**src/rtl/mem_check_pkg.sv**
```systemverilog
// Shared state encoding, failure codes and width helper for the store-checking monitor.
package mem_check_pkg;

    typedef enum logic [1:0] {
        IDLE,
        HOLD,
        RUN,
        DONE
    } state_e;

    localparam logic [1:0] FAIL_NONE     = 2'd0;
    localparam logic [1:0] FAIL_TIMEOUT  = 2'd1;
    localparam logic [1:0] FAIL_MISMATCH = 2'd2;
    localparam logic [1:0] FAIL_BADSEL   = 2'd3;

    // Index width that stays legal (>= 1 bit) for degenerate sizes.
    function automatic int unsigned idx_w(input int unsigned n);
        return (n <= 1) ? 1 : $clog2(n);
    endfunction

endpackage

```
**src/rtl/mem_check_monitor_exp_table.sv**
```systemverilog
// Expected-store table: NUM_TESTS x MAX_CHECKS {addr, data} entries plus per-slot counts.
module exp_table
    import mem_check_pkg::*;
#(
    parameter int unsigned WIDTH      = 32,
    parameter int unsigned NUM_TESTS  = 6,
    parameter int unsigned MAX_CHECKS = 4
) (
    input  logic                                 clk_i,
    input  logic                                 reset_ni,
    input  logic                                 wr_en_i,
    input  logic                                 cnt_we_i,
    input  logic [idx_w(NUM_TESTS)-1:0]          wr_test_i,
    input  logic [idx_w(MAX_CHECKS)-1:0]         wr_idx_i,
    input  logic [WIDTH-1:0]                     wr_addr_i,
    input  logic [WIDTH-1:0]                     wr_data_i,
    input  logic [idx_w(MAX_CHECKS+1)-1:0]       cnt_i,
    input  logic [idx_w(NUM_TESTS)-1:0]          rd_test_i,
    input  logic [idx_w(MAX_CHECKS+1)-1:0]       rd_idx_i,
    output logic [WIDTH-1:0]                     rd_addr_o,
    output logic [WIDTH-1:0]                     rd_data_o,
    output logic [idx_w(MAX_CHECKS+1)-1:0]       rd_cnt_o
);

    localparam int unsigned IW = idx_w(MAX_CHECKS);
    localparam int unsigned KW = idx_w(MAX_CHECKS + 1);

    logic [WIDTH-1:0] addr_q [NUM_TESTS][MAX_CHECKS];
    logic [WIDTH-1:0] data_q [NUM_TESTS][MAX_CHECKS];
    logic [KW-1:0]    cnt_q  [NUM_TESTS];

    logic          wr_ok;
    logic          cnt_ok;
    logic          rd_slot_ok;
    logic          rd_ok;
    logic [KW-1:0] cnt_clamped;

    assign wr_ok      = wr_en_i && (32'(wr_test_i) < NUM_TESTS) && (32'(wr_idx_i) < MAX_CHECKS);
    assign cnt_ok     = cnt_we_i && (32'(wr_test_i) < NUM_TESTS);
    assign rd_slot_ok = (32'(rd_test_i) < NUM_TESTS);
    assign rd_ok      = rd_slot_ok && (32'(rd_idx_i) < MAX_CHECKS);

    // A count above the slot depth would walk the match index off the table.
    assign cnt_clamped = (32'(cnt_i) > MAX_CHECKS) ? KW'(MAX_CHECKS) : cnt_i;

    always_ff @(posedge clk_i) begin
        if (wr_ok) begin
            addr_q[wr_test_i][wr_idx_i] <= wr_addr_i;
            data_q[wr_test_i][wr_idx_i] <= wr_data_i;
        end
    end

    always_ff @(posedge clk_i) begin
        if (!reset_ni) begin
            for (int t = 0; t < NUM_TESTS; t++) begin
                cnt_q[t] <= '0;
            end
        end else if (cnt_ok) begin
            cnt_q[wr_test_i] <= cnt_clamped;
        end
    end

    always_comb begin
        rd_addr_o = '0;
        rd_data_o = '0;
        rd_cnt_o  = '0;
        if (rd_slot_ok) begin
            rd_cnt_o = cnt_q[rd_test_i];
        end
        if (rd_ok) begin
            rd_addr_o = addr_q[rd_test_i][rd_idx_i[IW-1:0]];
            rd_data_o = data_q[rd_test_i][rd_idx_i[IW-1:0]];
        end
    end

endmodule

```
**src/rtl/mem_check_monitor.sv**
```systemverilog
// Test sequencer: holds the CPU in reset, then checks its store bus against the expected table.
// state | meaning
// IDLE  | waiting for start; CPU held in reset
// HOLD  | dut_reset asserted for RESET_CYCLES cycles
// RUN   | CPU running; stores matched in order, cycles counted
// DONE  | one-cycle result strobe
module mem_check_monitor
    import mem_check_pkg::*;
#(
    parameter int unsigned WIDTH        = 32,
    parameter int unsigned NUM_TESTS    = 6,
    parameter int unsigned MAX_CHECKS   = 4,
    parameter int unsigned TIMEOUT      = 200,
    parameter int unsigned RESET_CYCLES = 2,
    parameter bit          STRICT       = 1'b0
) (
    input  logic                               clk,
    input  logic                               reset,
    input  logic                               exp_we,
    input  logic [idx_w(NUM_TESTS)-1:0]        exp_test,
    input  logic [idx_w(MAX_CHECKS)-1:0]       exp_idx,
    input  logic [WIDTH-1:0]                   exp_addr,
    input  logic [WIDTH-1:0]                   exp_data,
    input  logic                               exp_cnt_we,
    input  logic [idx_w(MAX_CHECKS+1)-1:0]     exp_cnt,
    input  logic                               start,
    input  logic [idx_w(NUM_TESTS)-1:0]        test_sel,
    input  logic                               memwrite,
    input  logic [WIDTH-1:0]                   dataadr,
    input  logic [WIDTH-1:0]                   writedata,
    output logic                               dut_reset,
    output logic                               busy,
    output logic                               done,
    output logic                               pass,
    output logic [1:0]                         fail_code,
    output logic [idx_w(TIMEOUT+1)-1:0]        cycles,
    output logic [7:0]                         stray,
    output logic [idx_w(NUM_TESTS+1)-1:0]      pass_total,
    output logic [WIDTH-1:0]                   bad_addr,
    output logic [WIDTH-1:0]                   bad_data
);

    localparam int unsigned TW  = idx_w(NUM_TESTS);
    localparam int unsigned KW  = idx_w(MAX_CHECKS + 1);
    localparam int unsigned CYW = idx_w(TIMEOUT + 1);
    localparam int unsigned PW  = idx_w(NUM_TESTS + 1);
    localparam int unsigned HW  = idx_w(RESET_CYCLES);

    state_e           state_q, state_d;
    logic [HW-1:0]    hold_q, hold_d;
    logic [CYW-1:0]   cyc_q, cyc_d;
    logic [KW-1:0]    k_q, k_d;
    logic [TW-1:0]    sel_q, sel_d;
    logic [7:0]       stray_q, stray_d;
    logic             bad_seen_q, bad_seen_d;
    logic [WIDTH-1:0] bad_addr_q, bad_addr_d;
    logic [WIDTH-1:0] bad_data_q, bad_data_d;
    logic             pass_q, pass_d;
    logic [1:0]       fail_q, fail_d;
    logic [PW-1:0]    total_q, total_d;

    logic [WIDTH-1:0] tbl_addr;
    logic [WIDTH-1:0] tbl_data;
    logic [KW-1:0]    tbl_cnt;

    logic             hit;
    logic             miss;
    logic             last_hit;
    logic             timeout;
    logic             won;
    logic [CYW-1:0]   cyc_inc;
    logic [7:0]       stray_inc;

    exp_table #(
        .WIDTH      (WIDTH),
        .NUM_TESTS  (NUM_TESTS),
        .MAX_CHECKS (MAX_CHECKS)
    ) u_exp_table (
        .clk_i     (clk),
        .reset_ni  (reset),
        .wr_en_i   (exp_we),
        .cnt_we_i  (exp_cnt_we),
        .wr_test_i (exp_test),
        .wr_idx_i  (exp_idx),
        .wr_addr_i (exp_addr),
        .wr_data_i (exp_data),
        .cnt_i     (exp_cnt),
        .rd_test_i (sel_q),
        .rd_idx_i  (k_q),
        .rd_addr_o (tbl_addr),
        .rd_data_o (tbl_data),
        .rd_cnt_o  (tbl_cnt)
    );

    // A zero-count slot can never produce a hit, so it only resolves at timeout.
    assign hit       = memwrite && (k_q < tbl_cnt) && (dataadr == tbl_addr) && (writedata == tbl_data);
    assign miss      = memwrite && !hit;
    assign last_hit  = hit && ((k_q + KW'(1)) == tbl_cnt);
    assign cyc_inc   = cyc_q + CYW'(1);
    assign timeout   = (cyc_inc == CYW'(TIMEOUT));
    assign stray_inc = (miss && (stray_q != 8'hFF)) ? stray_q + 8'd1 : stray_q;

    always_ff @(posedge clk) begin
        if (!reset) begin
            state_q    <= IDLE;
            hold_q     <= '0;
            cyc_q      <= '0;
            k_q        <= '0;
            sel_q      <= '0;
            stray_q    <= '0;
            bad_seen_q <= 1'b0;
            bad_addr_q <= '0;
            bad_data_q <= '0;
            pass_q     <= 1'b0;
            fail_q     <= FAIL_NONE;
            total_q    <= '0;
        end else begin
            state_q    <= state_d;
            hold_q     <= hold_d;
            cyc_q      <= cyc_d;
            k_q        <= k_d;
            sel_q      <= sel_d;
            stray_q    <= stray_d;
            bad_seen_q <= bad_seen_d;
            bad_addr_q <= bad_addr_d;
            bad_data_q <= bad_data_d;
            pass_q     <= pass_d;
            fail_q     <= fail_d;
            total_q    <= total_d;
        end
    end

    always_comb begin
        state_d    = state_q;
        hold_d     = hold_q;
        cyc_d      = cyc_q;
        k_d        = k_q;
        sel_d      = sel_q;
        stray_d    = stray_q;
        bad_seen_d = bad_seen_q;
        bad_addr_d = bad_addr_q;
        bad_data_d = bad_data_q;
        pass_d     = pass_q;
        fail_d     = fail_q;
        total_d    = total_q;
        won        = 1'b0;

        unique case (state_q)
            IDLE: begin
                if (start) begin
                    pass_d     = 1'b0;
                    fail_d     = FAIL_NONE;
                    cyc_d      = '0;
                    k_d        = '0;
                    stray_d    = '0;
                    bad_seen_d = 1'b0;
                    bad_addr_d = '0;
                    bad_data_d = '0;
                    if (32'(test_sel) < NUM_TESTS) begin
                        sel_d   = test_sel;
                        hold_d  = HW'(RESET_CYCLES - 1);
                        state_d = HOLD;
                    end else begin
                        fail_d  = FAIL_BADSEL;
                        state_d = DONE;
                    end
                end
            end

            HOLD: begin
                if (hold_q == '0) begin
                    state_d = RUN;
                end else begin
                    hold_d = hold_q - HW'(1);
                end
            end

            RUN: begin
                cyc_d   = cyc_inc;
                stray_d = stray_inc;
                if (hit) begin
                    k_d = k_q + KW'(1);
                end
                if (miss && !bad_seen_q) begin
                    bad_seen_d = 1'b1;
                    bad_addr_d = dataadr;
                    bad_data_d = writedata;
                end
                // Priority: completing match, then strict mismatch, then timeout.
                if (last_hit) begin
                    won     = 1'b1;
                    state_d = DONE;
                end else if (STRICT && miss) begin
                    fail_d  = FAIL_MISMATCH;
                    state_d = DONE;
                end else if (timeout) begin
                    state_d = DONE;
                    if ((tbl_cnt == '0) && (stray_inc == 8'd0)) begin
                        won = 1'b1;
                    end else begin
                        fail_d = FAIL_TIMEOUT;
                    end
                end
                if (won) begin
                    pass_d = 1'b1;
                    if (total_q != PW'(NUM_TESTS)) begin
                        total_d = total_q + PW'(1);
                    end
                end
            end

            DONE: begin
                state_d = IDLE;
            end

            default: begin
                state_d = IDLE;
            end
        endcase
    end

    assign dut_reset  = (state_q != RUN);
    assign busy       = (state_q == HOLD) || (state_q == RUN);
    assign done       = (state_q == DONE);
    assign pass       = pass_q;
    assign fail_code  = fail_q;
    assign cycles     = cyc_q;
    assign stray      = stray_q;
    assign pass_total = total_q;
    assign bad_addr   = bad_addr_q;
    assign bad_data   = bad_data_q;

endmodule

```
**config.mk**
```make
export PLATFORM = sky130hd
export DESIGN_NAME = mem_check_monitor
export DESIGN_NICKNAME = d
export VERILOG_FILES = /design/src/rtl/mem_check_pkg.sv /design/src/rtl/mem_check_monitor_exp_table.sv /design/src/rtl/mem_check_monitor.sv
export SDC_FILE = /design/constraint.sdc
export NUM_CORES = 2
export LEC_CHECK = 0
export BUFFER_PORTS_ARGS = -buffer_cell sky130_fd_sc_hd__buf_2
export CAP_MARGIN = 5
export CORE_UTILIZATION = 49
export CTS_BUF_LIST = sky130_fd_sc_hd__clkbuf_8
export DETAILED_ROUTE_END_ITERATION = 16
export GPL_ROUTABILITY_DRIVEN = 1
export PLACE_DENSITY = 0.74
export SYNTH_ARGS = -nofsm -noshare
export SYNTH_HDL_FRONTEND = slang
export SYNTH_SLANG_ARGS = --single-unit
```
**constraint.sdc**
```tcl
create_clock -name clk -period 12.06 [get_ports clk]
set_clock_uncertainty 0.1 [all_clocks]
set_input_delay 1.206 -clock clk [delete_from_list [all_inputs] [get_ports clk]]
set_output_delay 1.206 -clock clk [all_outputs]
set_load 0.01 [all_outputs]
```
---- After elaboration in Yosys (flattened, before gate mapping) ----
Memories as Yosys holds them, arrays and structs flattened. A register that Yosys moved wholly into a read port is not among the register bits.
Cells that the tools add are included.
word-level totals
  memories kept ........................... 3
  logic and storage cells ................. 145
  bits in registers ....................... 96
  output and inout port bits .............. 89
  bits of input ports ..................... 145
  bits in writable memories ............... 1554
memory list
  memory              depth  bits a word  read ports  clocked after memory_dff  wr ports  RTL line                           text
  u_exp_table.addr_q  6      128          1           1                         1         mem_check_monitor_exp_table.sv:28  logic [WIDTH-1:0] addr_q [NUM_TESTS][MAX_CHECKS];
  u_exp_table.data_q  6      128          1           1                         1         mem_check_monitor_exp_table.sv:29  logic [WIDTH-1:0] data_q [NUM_TESTS][MAX_CHECKS];
  u_exp_table.cnt_q   6      3            1           1                         6         mem_check_monitor_exp_table.sv:30  logic [KW-1:0] cnt_q [NUM_TESTS];
operators by class
  reduce and logical (&&, ||, !) cells .... 30
  order comparisons ....................... 9
  multiplexer cells ....................... 64
  add/subtract/negate cells ............... 5
  equal/unequal tests ..................... 20
  bitwise logic cells ..................... 2
operators by type and width
  kind                 number
  $mux 32              10
  $bmux 32 s2          2
  $mux 128             1
  $pmux 32 s2          2
  $demux 32 s2         1
  $eq 32x32->1         2
  $mux 3               12
  $pmux 8 s2           2
  $reduce_and 3->1     7
  $mux 2               10
  $ne 2x2->1 const B   9
  $add 8x1->8 const B  2
  $mux 1               16
  $mux 8               2
  $logic_and 1x1->1    12
  $lt 3x3->1 const B   4
  $eq 8x8->1 const B   1
  $logic_not 8->1      1
  $ne 8x8->1 const B   1
  $pmux 2 s4           1
  $add 3x1->3 const B  2
  $ge 3x3->1 const B   2
  $ne 3x3->1 const B   2
  $not 2->3            2
  other kinds (19)     24

---- Logic depth before layout (Yosys ltp) ----
  depth after elaboration ................. 20
  depth in mapped cells ................... 26
  gate-level depth less buffers ........... 17

---- Hierarchy ----
Synthesis repeated with hierarchy kept, for this count alone.
unflattened totals
  cell total of the unflattened synthesis .. 3612
  area total of the unflattened synthesis .. 64832.2 um2
modules (own cells, without submodules)
  module             times used  area each (um2)  cells each
  exp_table          1           59981.3          3038
  mem_check_monitor  1           4850.9           574

---- Worst setup path after synthesis ----
No wires, ideal clock.
  kind .................................... register to register
  start point ............................. reg with a tool-made name
  end point ............................... reg total_q[2] (netlist: pass_total[2])
  required time ........................... 11.874 ns
  cell stages (with the launch flop) ...... 25
  arrival ................................. 5.307 ns
  path slack .............................. 6.567 ns
  period minus slack after synthesis ...... 5.493 ns
  cells stage by stage .................... dfxtp_1 buf_2 buf_6 buf_6 buf_6 buf_4 buf_4 buf_2 mux4_2 mux2i_1 a21oi_1 inv_1 ha_1 nor2b_1 o21ai_0 o2111ai_1 a211oi_1 o21ai_0 or3_1 nor4_4 nor2_1 or4_4 o41ai_4 a31oi_1 a211oi_1
RTL lines
  what                  RTL line                  text
  to (signal assigned)  mem_check_monitor.sv:129  total_q <= total_d;
  to (decl)             mem_check_monitor.sv:60   logic [PW-1:0] total_q, total_d;

==> out/summary.md <==
* **setup fix buffers added after clock tree synthesis** 0
* **combinational family with the most area after synthesis** multiplexers
* **Critical Path Source Type** register
* **vias per inst** 6.29
* **number of enable flip-flop cells after synthesis** 1,560
* **Clock transition at path regs** 0.06 ns
* **hold buffer count at CTS** 0
* **adder-cell area share of the yosys netlist** 0.249%
* **drc violations** 0
* **# resized after CTS** 0
* **total global-route track usage** 26.6%
* **estimated wirelength of the detail-placed design** 105,000 um
* **number of storage elements in the synthesis netlist** 1,659
* **post-layout util** 55.6%
* **number of failing setup endpoints in the final timing report** 0
* **number of buffers inserted by port buffering** 233
* **last element of the critical path** bad_data[0]$_SDFFE_PN0P_
* **maximum number of pins on one net before global-route repair** 109
* **xor and xnor area share after synthesis** 0.723%
* **area share of the largest cell type after synthesis** 71.6%
* **data arrival at the endpoint of the critical path** 8.35 ns
* **die area** 135,000 um2
* **sum of overflow across all layers after global routing** 0
* **wire length reported by the detailed router** 181,000 um
* **setup slack of the worst register-to-register path** 4.47 ns
* **antenna violations before repair** 21
* **total power after layout** 12,500 uW
* **initial core utilization** 49.6%
* **global-route wire length before repair** 257,000 um
* **endpoint of the lowest-slack register-to-register path** bad_data[0]$_SDFFE_PN0P_
* **CTS tree** yes
* **sort of element at the end of the critical path** register
* **most used flip-flop cell after synthesis** sky130_fd_sc_hd__edfxtp_1
* **post-synthesis sequential area ratio** 74.7%
* **synthesized-area fraction occupied by ao, oa, aoi and oai cells** 5.39%
* **Peak VDD IR** 0.116 mV
* **RSZ-0062 raised after global routing** false
* **PwrDens** 170 nW/um2
* **Critical Path RT** 12.82 ns
* **Worst Hold Class** register to register
* **aggregate negative setup slack** 0 ns
* **final layout net count** 4,166
* **area fraction in and, or, nand and nor cells after synthesis** 3.76%
* **number of instances in the synthesized netlist** 3,608
* **number of cell instances on the worst register-to-register path** 17
* **count of max-cap constraint violations** 0
* **combined area of all synthesized cells** 65,400 um2
* **Clock Tree Buf Depth** 4
* **fraction of layout instances using a drive strength above 1** 22.9%
* **initial DRC count** 5,689
* **CTS buffer count** 282
* **Die X** 367 um
* **count of nets left with antenna violations after detail routing** 0
* **cell with the most instances after synthesis** sky130_fd_sc_hd__edfxtp_1
* **Chip Height** 367 um
* **Fin. Hold Viols** 0
* **post-synthesis to final-layout area growth** 12.3%
* **fraction of registers with async set or reset after synthesis** 0%
* **commonest cells in the synthesized netlist** sky130_fd_sc_hd__edfxtp_1, sky130_fd_sc_hd__mux2i_1, sky130_fd_sc_hd__mux4_2, sky130_fd_sc_hd__nor2_1, sky130_fd_sc_hd__nand2_1
* **via count of the first global-routing pass** 36,600
* **run status** completed
* **count of final max-slew check failures** 0
* **count of vias placed by the detailed router** 37,400
* **worst-skew pair later-pin latency** 0.99 ns
* **reported leakage power** 0.0237 uW
* **detailed-route wire length per cell** 30.5 um
* **Rows** 133
* **final weighted congestion of routability-driven global placement** 0.869
* **transition at the pin with the smallest max-transition slack** 1.38 ns
* **depth of the CTS H-tree** 5
* **crit path time final** 7.59 ns
* **post-synthesis cell type with the largest combined area** sky130_fd_sc_hd__edfxtp_1
* **cell at the root of the clock tree** sky130_fd_sc_hd__clkbuf_8
* **max-slew headroom at the worst pin** 7.34%
* **mean instance size in the synthesized netlist** 18.1 um2
* **peak clock frequency supported by timing** 132 MHz
* **largest driver fanout on the critical path** 82
* **Warnings, synthesis** 0
* **router iterations before antenna repair** 8
* **number of sinks driven by the clock tree** 1,659
* **core footprint** 132,000 um2
* **count of boundary I/O pins** 234
* **top post-synthesis cells by area** sky130_fd_sc_hd__edfxtp_1, sky130_fd_sc_hd__mux4_2, sky130_fd_sc_hd__mux2i_1
* **Worst Path Class, Setup** register to register
* **share of the clock period used by the worst path** 62.9%
* **multiplexer share of the synthesized area** 13.4%
* **Netlist cell types** 79
-- cell type report --
cell class              count  area, um2
flip-flops and latches   1659      48800
diodes                      7       17.5
inverters                  20       81.3
repair buffers            315       1860
fillers                  9887      58500
multi-input cells        1730      15600
clock buffers             292       4020
well taps                1755       2200
clock inverters           173        792
-- worst max-delay path: stages, from the launching register on --
cell and delay [ns]:
sky130_fd_sc_hd__dfxtp_4 0.78, sky130_fd_sc_hd__buf_12 0.54, sky130_fd_sc_hd__buf_4 0.79, sky130_fd_sc_hd__mux4_2 0.60
sky130_fd_sc_hd__mux2i_1 0.22, sky130_fd_sc_hd__nor3_1 0.08, sky130_fd_sc_hd__a211oi_1 0.33, sky130_fd_sc_hd__xor2_1 0.19
sky130_fd_sc_hd__nand4_1 0.21, sky130_fd_sc_hd__nor4b_1 0.62, sky130_fd_sc_hd__nand4_1 0.25, sky130_fd_sc_hd__nor4_4 0.84
sky130_fd_sc_hd__or3_1 0.27, sky130_fd_sc_hd__nand2_1 0.08, sky130_fd_sc_hd__nand2_2 0.58, sky130_fd_sc_hd__buf_4 0.48
sky130_fd_sc_hd__a22oi_1 0.12, sky130_fd_sc_hd__nor2_1 0.13
-- metal layers --
metal | up-vias | track usage, % | share of wire (%)
li1 | 15400 | - | -
met1 | 19000 | 36.9 | 38
met2 | 2681 | 40.7 | 46
met3 | 381 | 7.46 | 13
met4 | 16 | 8.89 | 3.0
met5 | - | 0 | 0.054
-- logic make-up (layout without fill, tap and decap cells) --
| kind of cell | after synthesis | count (layout) |
|---|---|---|
| compound gates | 522 | 522 |
| buf+inv | 224 | 800 |
| flops | 1659 | 1659 |
| mux | 599 | 599 |
| other cells | 1 | 13 |
| simple gates | 536 | 536 |
| fa+ha+maj | 13 | 13 |
| xor+xnor | 54 | 54 |
-- cells in the final DEF (no fill, tap or decap), types with 24 or more instances in the layout --
cell type | Yosys | routed
sky130_fd_sc_hd__nor2_4 | 0 | 25
sky130_fd_sc_hd__buf_2 | 65 | 233
sky130_fd_sc_hd__xor2_1 | 29 | 29
sky130_fd_sc_hd__mux4_2 | 213 | 213
sky130_fd_sc_hd__o211ai_1 | 26 | 26
sky130_fd_sc_hd__a22oi_1 | 139 | 139
sky130_fd_sc_hd__inv_1 | 18 | 118
sky130_fd_sc_hd__clkinv_1 | 1 | 51
sky130_fd_sc_hd__mux2_2 | 66 | 66
sky130_fd_sc_hd__mux2i_1 | 317 | 317
sky130_fd_sc_hd__o21ai_0 | 86 | 86
sky130_fd_sc_hd__nor3_1 | 38 | 37
sky130_fd_sc_hd__dfxtp_1 | 99 | 95
sky130_fd_sc_hd__nand2_1 | 142 | 140
sky130_fd_sc_hd__nor2_1 | 209 | 183
sky130_fd_sc_hd__a21oi_1 | 89 | 89
sky130_fd_sc_hd__o22ai_1 | 49 | 49
sky130_fd_sc_hd__a211oi_1 | 25 | 24
sky130_fd_sc_hd__nand3_1 | 31 | 31
sky130_fd_sc_hd__edfxtp_1 | 1560 | 1560
sky130_fd_sc_hd__clkbuf_8 | 0 | 292
sky130_fd_sc_hd__xnor2_1 | 25 | 25
sky130_fd_sc_hd__buf_4 | 27 | 76
-- registers in the layout (all words and copies together), names as in the netlist, 2 cells and up, named ones only --
| name | flops |
|---|---|
| cycles | 8 |
| u_exp_table.cnt_q | 24 |
| fail_code | 2 |
| bad_data | 32 |
| k_q | 3 |
| state_q | 2 |
| u_exp_table.addr_q | 768 |
| sel_q | 3 |
| stray | 8 |
| bad_addr | 32 |
| pass_total | 3 |
| u_exp_table.data_q | 768 |
-- per-stage QoR --
stage	setup slack [ns]	instances	hold slack [ns]	cell area [um2]
2_1_floorplan	6.57	3613	0.332	65400
3_3_place_gp	4.83	5479	0.344	68600
3_5_place_dp	4.62	5479	0.354	68600
4_1_cts	4.56	5944	0.341	73400
5_1_grt	4.12	5947	0.386	73400
6_report	4.47	5951	0.361	73400
-- power by group --
| group | leakage, uW | internal, uW | switching, uW |
|---|---|---|---|
| Combinational | 0.00603 | 589 | 984 |
| Sequential | 0.0149 | 6380 | 60.5 |
| Clock | 0.00283 | 2300 | 2130 |
-- worst min-delay path by stage --
stage | cells past startpoint | end | startpoint
6_report | 2 | hold_q$_SDFFE_PN0P_ | hold_q$_SDFFE_PN0P_
5_1_grt | 2 | hold_q$_SDFFE_PN0P_ | hold_q$_SDFFE_PN0P_
4_1_cts | 3 | bad_data[26]$_SDFFE_PN0P_ | writedata[26]
3_5_place_dp | 2 | hold_q$_SDFFE_PN0P_ | hold_q$_SDFFE_PN0P_
3_3_place_gp | 2 | hold_q$_SDFFE_PN0P_ | hold_q$_SDFFE_PN0P_
2_1_floorplan | 2 | hold_q$_SDFFE_PN0P_ | hold_q$_SDFFE_PN0P_
No activity file was read; power rests on OpenSTA's default activity.
